==> config.mk <==
export PLATFORM = sky130hd
export DESIGN_NAME = hazard_unit
export DESIGN_NICKNAME = d
export VERILOG_FILES = /design/src/rtl/hazard_unit.sv
export SDC_FILE = /design/constraint.sdc
export NUM_CORES = 1
export LEC_CHECK = 0
export ABC_CLOCK_PERIOD_IN_PS = 1900
export CAP_MARGIN = 20
export CORE_ASPECT_RATIO = 0.5
export CORE_UTILIZATION = 42
export CTS_CLUSTER_DIAMETER = 120
export DETAILED_ROUTE_END_ITERATION = 10
export PLACE_DENSITY_LB_ADDON = 0.1
export REMOVE_ABC_BUFFERS = 1
export SYNTH_ARGS = -nofsm -noshare
export SYNTH_HDL_FRONTEND = slang
export SYNTH_SLANG_ARGS = --single-unit
==> constraint.sdc <==
create_clock -name clk -period 1.9 [get_ports clk]
set_input_delay 0.285 -clock clk [delete_from_list [all_inputs] [get_ports clk]]
set_output_delay 0.285 -clock clk [all_outputs]
set_load 0.005 [all_outputs]
==> src/rtl/hazard_unit.sv <==
// ---------------------------------------------------------------------------
// hazard_unit
//   Stall/flush and forwarding controller for the 5-stage MIPS pipeline.
//   Decides, every cycle, which pipeline registers hold (Stall*), which are
//   cleared to a bubble (Flush*), and where the EX and ID operands come from
//   (Forward*). It also sequences multi-cycle divides, tracks data-memory
//   wait time and applies the exception flush.
//
//   Ports
//     clk, rst                   clock (rising edge), synchronous active-high reset
//     RsD, RtD                   ID source registers
//     RsE, RtE                   EX source registers
//     WriteRegE/M/W, RegWriteE/M/W  destination register and write enable per stage
//     MemReadE/M                 stage holds a load
//     BranchD, JumpSrcD          branch / register-target jump in ID
//     DivStartE                  DIV/DIVU valid in EX
//     DataReqM, DataOkM          data-memory handshake in MEM
//     ExceptM                    exception taken in MEM
//     StallF/D/E/M               hold stage register
//     FlushD/E/M/W               clear stage register to a bubble
//     ForwardAE/BE               EX operand select: 00 regfile, 01 from W, 10 from M
//     ForwardAD/BD               ID compare operand from M
//     DivBusy, DivDoneE          divide sequencer active / one-cycle result-valid pulse
//     MemErr                     sticky data-memory timeout flag
//     dbgState                   divide sequencer state (0 IDLE, 1 DIV_RUN)
//
//   Data-memory handshake: MEM raises DataReqM for as long as an access is
//   outstanding; the access completes in the cycle DataOkM is high while
//   DataReqM is high. A cycle with DataReqM=1 and DataOkM=0 is a wait cycle,
//   and the whole front of the pipe (F..M) holds while W gets a bubble.
// ---------------------------------------------------------------------------
module hazard_unit #(
   parameter int DIV_CYCLES  = 36,
   parameter int MEM_TIMEOUT = 255
) (
   input  logic       clk,
   input  logic       rst,
   input  logic [4:0] RsD,
   input  logic [4:0] RtD,
   input  logic [4:0] RsE,
   input  logic [4:0] RtE,
   input  logic [4:0] WriteRegE,
   input  logic [4:0] WriteRegM,
   input  logic [4:0] WriteRegW,
   input  logic       RegWriteE,
   input  logic       RegWriteM,
   input  logic       RegWriteW,
   input  logic       MemReadE,
   input  logic       MemReadM,
   input  logic [1:0] BranchD,
   input  logic       JumpSrcD,
   input  logic       DivStartE,
   input  logic       DataReqM,
   input  logic       DataOkM,
   input  logic       ExceptM,
   output logic       StallF,
   output logic       StallD,
   output logic       StallE,
   output logic       StallM,
   output logic       FlushD,
   output logic       FlushE,
   output logic       FlushM,
   output logic       FlushW,
   output logic [1:0] ForwardAE,
   output logic [1:0] ForwardBE,
   output logic       ForwardAD,
   output logic       ForwardBD,
   output logic       DivBusy,
   output logic       DivDoneE,
   output logic       MemErr,
   output logic       dbgState
);

   localparam int CW = (DIV_CYCLES > 1) ? $clog2(DIV_CYCLES) : 1;
   localparam int WW = $clog2(MEM_TIMEOUT + 1);
   localparam logic [CW-1:0] DIV_LAST  = CW'(DIV_CYCLES - 1);
   localparam logic [WW-1:0] WAIT_MAX  = WW'(MEM_TIMEOUT);
   localparam logic [WW-1:0] WAIT_LAST = WW'(MEM_TIMEOUT - 1);

   typedef enum logic {
      IDLE    = 1'b0,
      DIV_RUN = 1'b1
   } divState_t;

   divState_t     state;
   logic [CW-1:0] divCnt;
   logic [WW-1:0] waitCnt;
   logic          memErrQ;

   logic lwStall;
   logic brStall;
   logic hazStall;
   logic memWait;
   logic divStall;
   logic divDone;

   // Hazard sources, before priority is applied.
   always_comb begin
      lwStall  = MemReadE && (WriteRegE != 5'd0) &&
                 ((WriteRegE == RsD) || (WriteRegE == RtD));
      // Branch/JR compare in ID needs the value now: an ALU result still in
      // EX or a load still in MEM cannot be forwarded in time.
      brStall  = ((|BranchD) || JumpSrcD) &&
                 ((RegWriteE && (WriteRegE != 5'd0) &&
                   ((WriteRegE == RsD) || (WriteRegE == RtD))) ||
                  (MemReadM && (WriteRegM != 5'd0) &&
                   ((WriteRegM == RsD) || (WriteRegM == RtD))));
      hazStall = lwStall || brStall;
      memWait  = DataReqM && !DataOkM;
      // The start cycle already stalls, so the total hold is DIV_CYCLES.
      divStall = ((state == IDLE) && DivStartE) ||
                 ((state == DIV_RUN) && (divCnt != '0));
      divDone  = (state == DIV_RUN) && (divCnt == '0) && !memWait;
   end

   // Outputs. Exception wins over everything; otherwise each stage stalls if
   // any source wants it, and a flush is dropped for a stage that a higher
   // source is holding (a held register must keep its instruction).
   always_comb begin
      StallF    = 1'b0;
      StallD    = 1'b0;
      StallE    = 1'b0;
      StallM    = 1'b0;
      FlushD    = 1'b0;
      FlushE    = 1'b0;
      FlushM    = 1'b0;
      FlushW    = 1'b0;
      ForwardAE = 2'b00;
      ForwardBE = 2'b00;
      ForwardAD = 1'b0;
      ForwardBD = 1'b0;
      DivBusy   = 1'b0;
      DivDoneE  = 1'b0;
      MemErr    = 1'b0;
      dbgState  = 1'b0;
      if (!rst) begin
         if (RegWriteM && (WriteRegM != 5'd0) && (WriteRegM == RsE))
            ForwardAE = 2'b10;
         else if (RegWriteW && (WriteRegW != 5'd0) && (WriteRegW == RsE))
            ForwardAE = 2'b01;
         if (RegWriteM && (WriteRegM != 5'd0) && (WriteRegM == RtE))
            ForwardBE = 2'b10;
         else if (RegWriteW && (WriteRegW != 5'd0) && (WriteRegW == RtE))
            ForwardBE = 2'b01;
         ForwardAD = RegWriteM && (WriteRegM != 5'd0) && (WriteRegM == RsD);
         ForwardBD = RegWriteM && (WriteRegM != 5'd0) && (WriteRegM == RtD);
         DivBusy   = (state == DIV_RUN);
         MemErr    = memErrQ;
         dbgState  = (state == DIV_RUN);
         if (ExceptM) begin
            FlushD = 1'b1;
            FlushE = 1'b1;
            FlushM = 1'b1;
            FlushW = 1'b1;
         end else begin
            StallM   = memWait;
            StallE   = memWait || divStall;
            StallD   = memWait || divStall || hazStall;
            StallF   = StallD;
            FlushW   = memWait;
            FlushM   = divStall && !StallM;
            FlushE   = hazStall && !StallE;
            DivDoneE = divDone;
         end
      end
   end

   always_ff @(posedge clk) begin
      if (rst) begin
         state   <= IDLE;
         divCnt  <= '0;
         waitCnt <= '0;
         memErrQ <= 1'b0;
      end else begin
         // Wait-time watchdog; saturates so it cannot wrap back to zero.
         if (memWait) begin
            if (waitCnt != WAIT_MAX)
               waitCnt <= waitCnt + WW'(1);
            if (waitCnt >= WAIT_LAST)
               memErrQ <= 1'b1;
         end else begin
            waitCnt <= '0;
         end

         // The divider is frozen while memory holds the pipe.
         if (ExceptM) begin
            state  <= IDLE;
            divCnt <= '0;
         end else if (!memWait) begin
            case (state)
               IDLE: begin
                  if (DivStartE) begin
                     state  <= DIV_RUN;
                     divCnt <= DIV_LAST;
                  end
               end
               DIV_RUN: begin
                  if (divCnt != '0)
                     divCnt <= divCnt - CW'(1);
                  else
                     state <= IDLE;
               end
               default: state <= IDLE;
            endcase
         end
      end
   end

endmodule

# [Word-level counts from Yosys, hierarchy flattened]
# Index checks and enable logic that the tools add are counted.
[word_totals] word_cells=95 in_bits=49 output_inout_bits=18 reg_bits=16
[classes] n_lt_le_gt_ge=1 addsub=2 bitwise_logic=2 n_reduce_logical=43 muxes=32 n_eq_ne=11
[ops] operator="$eq A5 B5 Y1" count=8
[ops] operator="$mux W1" count=24
[ops] operator="$logic_and A1 B1 Y1" count=22
[ops] operator="$reduce_bool A5 Y1" count=3
[ops] operator="$mux W6" count=2
[ops] operator="$pmux W6 S2" count=1
[ops] operator="$add A8 B1 Y8 const B" count=1
[ops] operator="$ge A8 B8 Y1 const B" count=1
[ops] operator="$logic_or A1 B1 Y1" count=8
[ops] operator="$mux W2" count=4
[ops] operator="$ne A8 B8 Y1 const B" count=1
[ops] operator="$logic_not A6 Y1" count=1
[ops] operator="$reduce_bool A6 Y1" count=1
[ops] operator="$reduce_or A2 Y1" count=3
[ops] operator="$sub A6 B1 Y6 const B" count=1
[ops] operator="$logic_not A1 Y1" count=3
[ops] operator="$reduce_and A3 Y1" count=1
[ops] operator="$ne A2 B1 Y1 const B" count=1
[ops] operator="$ne A2 B2 Y1 const B" count=1
[ops] operator="$not A1 Y1" count=2
[ops] operator="$pmux W1 S2" count=1
[ops] operator="$reduce_and A2 Y1" count=1

# [Longest topological paths before layout]
[logic_depth] ltp_word=9 depth_mapped=7 ltp_nobuf=7

# [Least setup slack after synthesis]
# OpenSTA, ideal clock, no wires.
[synth_timing] kind="input -> output" start="input port WriteRegM[2]" end="output port StallF" required_time_ps=1615 cell_stages=6 setup_slack_ps=80 n_path_buf=2 arrival_ps=1535 path_cell_list="buf_2 > or4_4 > o211a_1 > o21ai_1 > a31oi_1 > buf_4"
[synth_via] elab_chain_cells=9 elab_cells_between_ends=12 classes_between="eq/ne (2); mux (2); reduce/logical (8)"
[synth_rtl] item="start, declared" line="43" rtl="input logic [4:0] WriteRegM,"
[synth_rtl] item="$eq A5 B5 Y1 / $reduce_bool A5 Y1 (equally long branches)" line="107, 106"
[synth_rtl] item="$logic_or A1 B1 Y1 / $logic_and A1 B1 Y1 (equally long branches)" line="107, 106"
[synth_rtl] item="$logic_and A1 B1 Y1 *" line="106" rtl="(MemReadM && (WriteRegM != 5'd0) &&"
[synth_rtl] item="$logic_or A1 B1 Y1 *" line="105" rtl="((WriteRegE == RsD) || (WriteRegE == RtD))) ||"
[synth_rtl] item="$logic_and A1 B1 Y1 *" line="103" rtl="brStall = ((|BranchD) || JumpSrcD) &&"
[synth_rtl] item="$logic_or A1 B1 Y1 *" line="108" rtl="hazStall = lwStall || brStall;"
[synth_rtl] item="$logic_or A1 B1 Y1 *" line="158" rtl="StallD = memWait || divStall || hazStall;"
[synth_rtl] item="$mux W1 * (2 in a row)"
[synth_rtl] item="end, declared" line="56" rtl="output logic StallF,"
# Every way passes the cells marked *; elsewhere a longest branch is shown, timed or not.

# [Worst setup path after layout]
[layout_timing] start="input port WriteRegM[3]" end="output port ForwardBE[0]"
[layout_via] elab_chain_cells=5 elab_cells_between_ends=6 classes_between="eq/ne (1); mux (2); reduce/logical (3)"
[layout_rtl] item="$reduce_bool A5 Y1" line="141" rtl="if (RegWriteM && (WriteRegM != 5'd0) && (WriteRegM == RtE))"
[layout_rtl] item="$logic_and A1 B1 Y1" line="141"
[layout_rtl] item="$logic_and A1 B1 Y1 *" line="141"
[layout_rtl] item="$mux W2 *" line="141"
[layout_rtl] item="$mux W2 *" line="136" rtl="if (!rst) begin"
[layout_rtl] item="end, declared" line="65" rtl="output logic [1:0] ForwardBE,"
# Marks and branches as above.

==> impl_metrics.csv <==
group,metric,value,unit
timing,period_minus_slack,1950,ps
clock_network,ctsLongestPathBuffers,2,
clock_network,h_tree_depth_reported_by_cts,1,
global_routing,wire_length_of_the_first_global_routing_pass,7.60,mm
floorplan,core_area,0.00321,mm2
layout,area_growth_syn_to_layout,76.5,%
timing,max_freq,0.513,GHz
critical_path,critical_path_arrival,1660,ps
clock_network,clock_latency_on_the_worst_skew_pair,240,ps
drt,routed-via-count,1727,
pwr,final_power,1.06,mW
pwr,seq_power_share,33.1,%
floorplan,chipHeight,44.4,um
global_routing,grt_antenna_before_repair,0,
timing,final.setup.worst_slack,-47.4,ps
layout,layout_commonest_cell,"buf_4",
drt,dr.pass1.iters,5,
critical_path,worst-endpoint-required,1620,ps
floorplan,fp-row-count,14,
global_routing,globalRoute.totalOverflow,0,
pwr,share_clk_of_total_power,23.4,%
job,max_cap_violations,0,
drt,wirelength,4.89,mm
timing,rsz0062_at_grt,"yes",
outcome,run_status,"finished, violations left",
timing,period_share,102,%
layout,final_layout_size_suffix_gt1_share,35.4,%
drt,remaining_drc_errors,0,
pwr,p_comb_share,43.5,%
pwr,power_density,400,mW/mm2
timing,hold_viol_final,0,
layout,finalNetCount,349,
clock_network,holdBufCountCts,0,
timing,slew_violations,0,
floorplan,chipWidth,86.7,um
layout,mostFrequentLayoutCells,"buf_4, dlygate4sd2_1, xnor2_1",
floorplan,initial_utilization,47.0,%
placement,port_buffers,66,
drt,routed_wire_length_per_instance,14.3,um
floorplan,die_area,0.00384,mm2
clock_network,cts_root_buf,"clkbuf_8",
timing,max_slew.worst_pin.slew,295,ps
logic_synthesis,post_synth_instance_area,0.00151,mm2
critical_path,worst_setup_path_end_kind,"output port",
clock_network,tritoncts,"built",
drt,detail_route.vias_per_cell,5.05,
clock_network,clkSlewWorstSetupHoldPaths,60,ps
timing,slew_hr,80.1,%
pwr,max-vdd-ir-drop,0.221,mV
pwr,internal-power,739,uW
pwr,netSwitchingFraction,30.6,%
clock_network,clock_sink_count,16,
critical_path,start_kind,"primary input",
layout,final_area,0.00266,mm2
logic_synthesis,synth_seq_cells,16,
placement,place_congestion,0.814,
layout,fillerInstances,204,
timing,setup_violations_final,8,
global_routing,first_global_vias,1766,
placement,post_detail_place_hpwl,3.81,mm
logic_synthesis,syn_inst,189,
floorplan,number_of_placed_i_o_pins,67,
logic_synthesis,synth_area_per_cell,7.97,um2
outcome,violations,"negative setup slack",
critical_path,path_max_fanout,3,
drt,drt.antenna.violating_nets,0,
global_routing,grt.total_usage,26.1,%
critical_path,path_class,"in -> out",
drt,drt-initial-drc-count,59,
layout,insertedDiodeCount,0,
logic_synthesis,ys_warn_count,0,
clock_network,cts_made_buffers,3,
pwr,power.leakage,1.12,nW
logic_synthesis,netlist-cell-type-count,44,
global_routing,grt_max_degree,14,
pwr,power_switching,325,uW
placement,place_area,0.00250,mm2
min_path,hold_path_class,"reg -> reg",
logic_synthesis,synth_seq_area_share,21.3,%
timing,fin_worst_skew,2.05,ps
## registers in the layout (all words and copies together) (netlist names)
register  cells
waitCnt       8
divCnt        6
memErrQ       1
state         1
## final timing paths
check / from / endpoint / slack, ps / cells past startpoint
worst max-delay path: WriteRegM[3] / ForwardBE[0] / -50 / 7
worst min-delay path: memErrQ / memErrQ / 490 / 2
worst max register to register: divCnt[1] / divCnt[5] / 200 / 9
worst min register to register: memErrQ / memErrQ / 490 / 2
## cell type report
class,count,area [um2],area share (%)
multi-input cells,156,1280,48.0
repair buffers,114,938,35.3
flip-flops and latches,16,323,12.1
well taps,48,60.1,2.26
clock buffers,3,41.3,1.55
inverters,5,18.8,0.706
## worst max-delay path: stages
cell and delay [ps]:
buf_6 90, or4_4 560, o21ai_4 220, nor4_2 80
buf_4 140, nor4_4 120, buf_2 150
## cell usage after synthesis
master / instances / area, um2
a211oi_1: 2 / 15.0
a211oi_4: 1 / 20.0
a21oi_1: 11 / 55.1
a311oi_1: 1 / 8.76
a31oi_1: 3 / 18.8
and3b_1: 1 / 8.76
and4_1: 1 / 8.76
buf_2: 2 / 10.0
buf_4: 2 / 15.0
buf_6: 1 / 11.3
clkbuf_1: 7 / 26.3
dfxtp_1: 16 / 320
ha_1: 4 / 50.1
inv_1: 5 / 18.8
mux2i_1: 1 / 10.0
nand2_1: 9 / 33.8
nand2b_1: 2 / 12.5
nand3_1: 9 / 45.0
nand3b_1: 1 / 7.51
nand4_1: 2 / 12.5
nand4b_1: 1 / 8.76
nor2_1: 17 / 63.8
nor2b_1: 7 / 43.8
nor3_1: 9 / 45.0
nor3b_1: 4 / 30.0
nor4_1: 1 / 6.26
nor4_2: 2 / 25.0
nor4b_4: 1 / 23.8
o211a_1: 1 / 10.0
o211ai_1: 1 / 7.51
o21ai_0: 2 / 10.0
o21ai_1: 4 / 20.0
o21ai_4: 1 / 16.3
o21ba_1: 1 / 10.0
o22ai_1: 1 / 6.26
o32ai_1: 1 / 8.76
o41ai_1: 1 / 8.76
or2_1: 1 / 6.26
or2_2: 2 / 12.5
or3_1: 1 / 6.26
or4_1: 2 / 15.0
or4_4: 1 / 11.3
xnor2_1: 27 / 236
xor2_1: 19 / 166
## per-layer routing
| metal | wire length [um] | vias up | GRT usage [%] |
|---|---|---|---|
| met5 | 0 | - | 0 |
| met4 | 61 | 0 | 12.3 |
| met3 | 175 | 6 | 3.54 |
| met2 | 2470 | 54 | 48.7 |
| met1 | 2190 | 805 | 30.5 |
| li1 | - | 862 | - |
## power by group through the flow
stage	combinational, mW	clock, mW	sequential, mW
finish	0.463	0.249	0.352
CTS	0.423	0.256	0.352
floorplan	0.163	0	0.359
global placement	0.420	0	0.358
global route	0.494	0.268	0.353
detailed placement	0.433	0	0.358
## per-stage QoR
stage | utilization, % | hold WS, ps | cells | TNS [ps] | worst slack [ps]
finish | 82.9 | 490 | 342 | -197 | -47.4
CTS | 79.7 | 493 | 341 | -4.86 | -4.86
detailed placement | 78.1 | 469 | 336 | -7370 | -761
global placement | 78.1 | 448 | 336 | -6940 | -709
global route | 82.9 | 521 | 342 | -513 | -121
floorplan | - | 394 | 177 | 0 | 271
## cells by family (layout without fill, tap and decap cells)
kind of cell | after synthesis | count (layout) | synth area share (%)
compound gates | 31 | 31 | 14.3
flops | 16 | 16 | 21.3
buf+inv | 17 | 122 | 5.40
simple gates | 74 | 74 | 28.3
mux | 1 | 1 | 0.664
fa+ha+maj | 4 | 4 | 3.32
xor+xnor | 46 | 46 | 26.7
## timing repair
item / CTS / global route
pin swaps: 22 / 7
endpoints found under the setup margin: 17 / 10
gates resized for setup: 115 / 26
setup buffers: 2 / 2
hold endpoints to repair: 0 / 0
(Power assumes the default switching activity.)
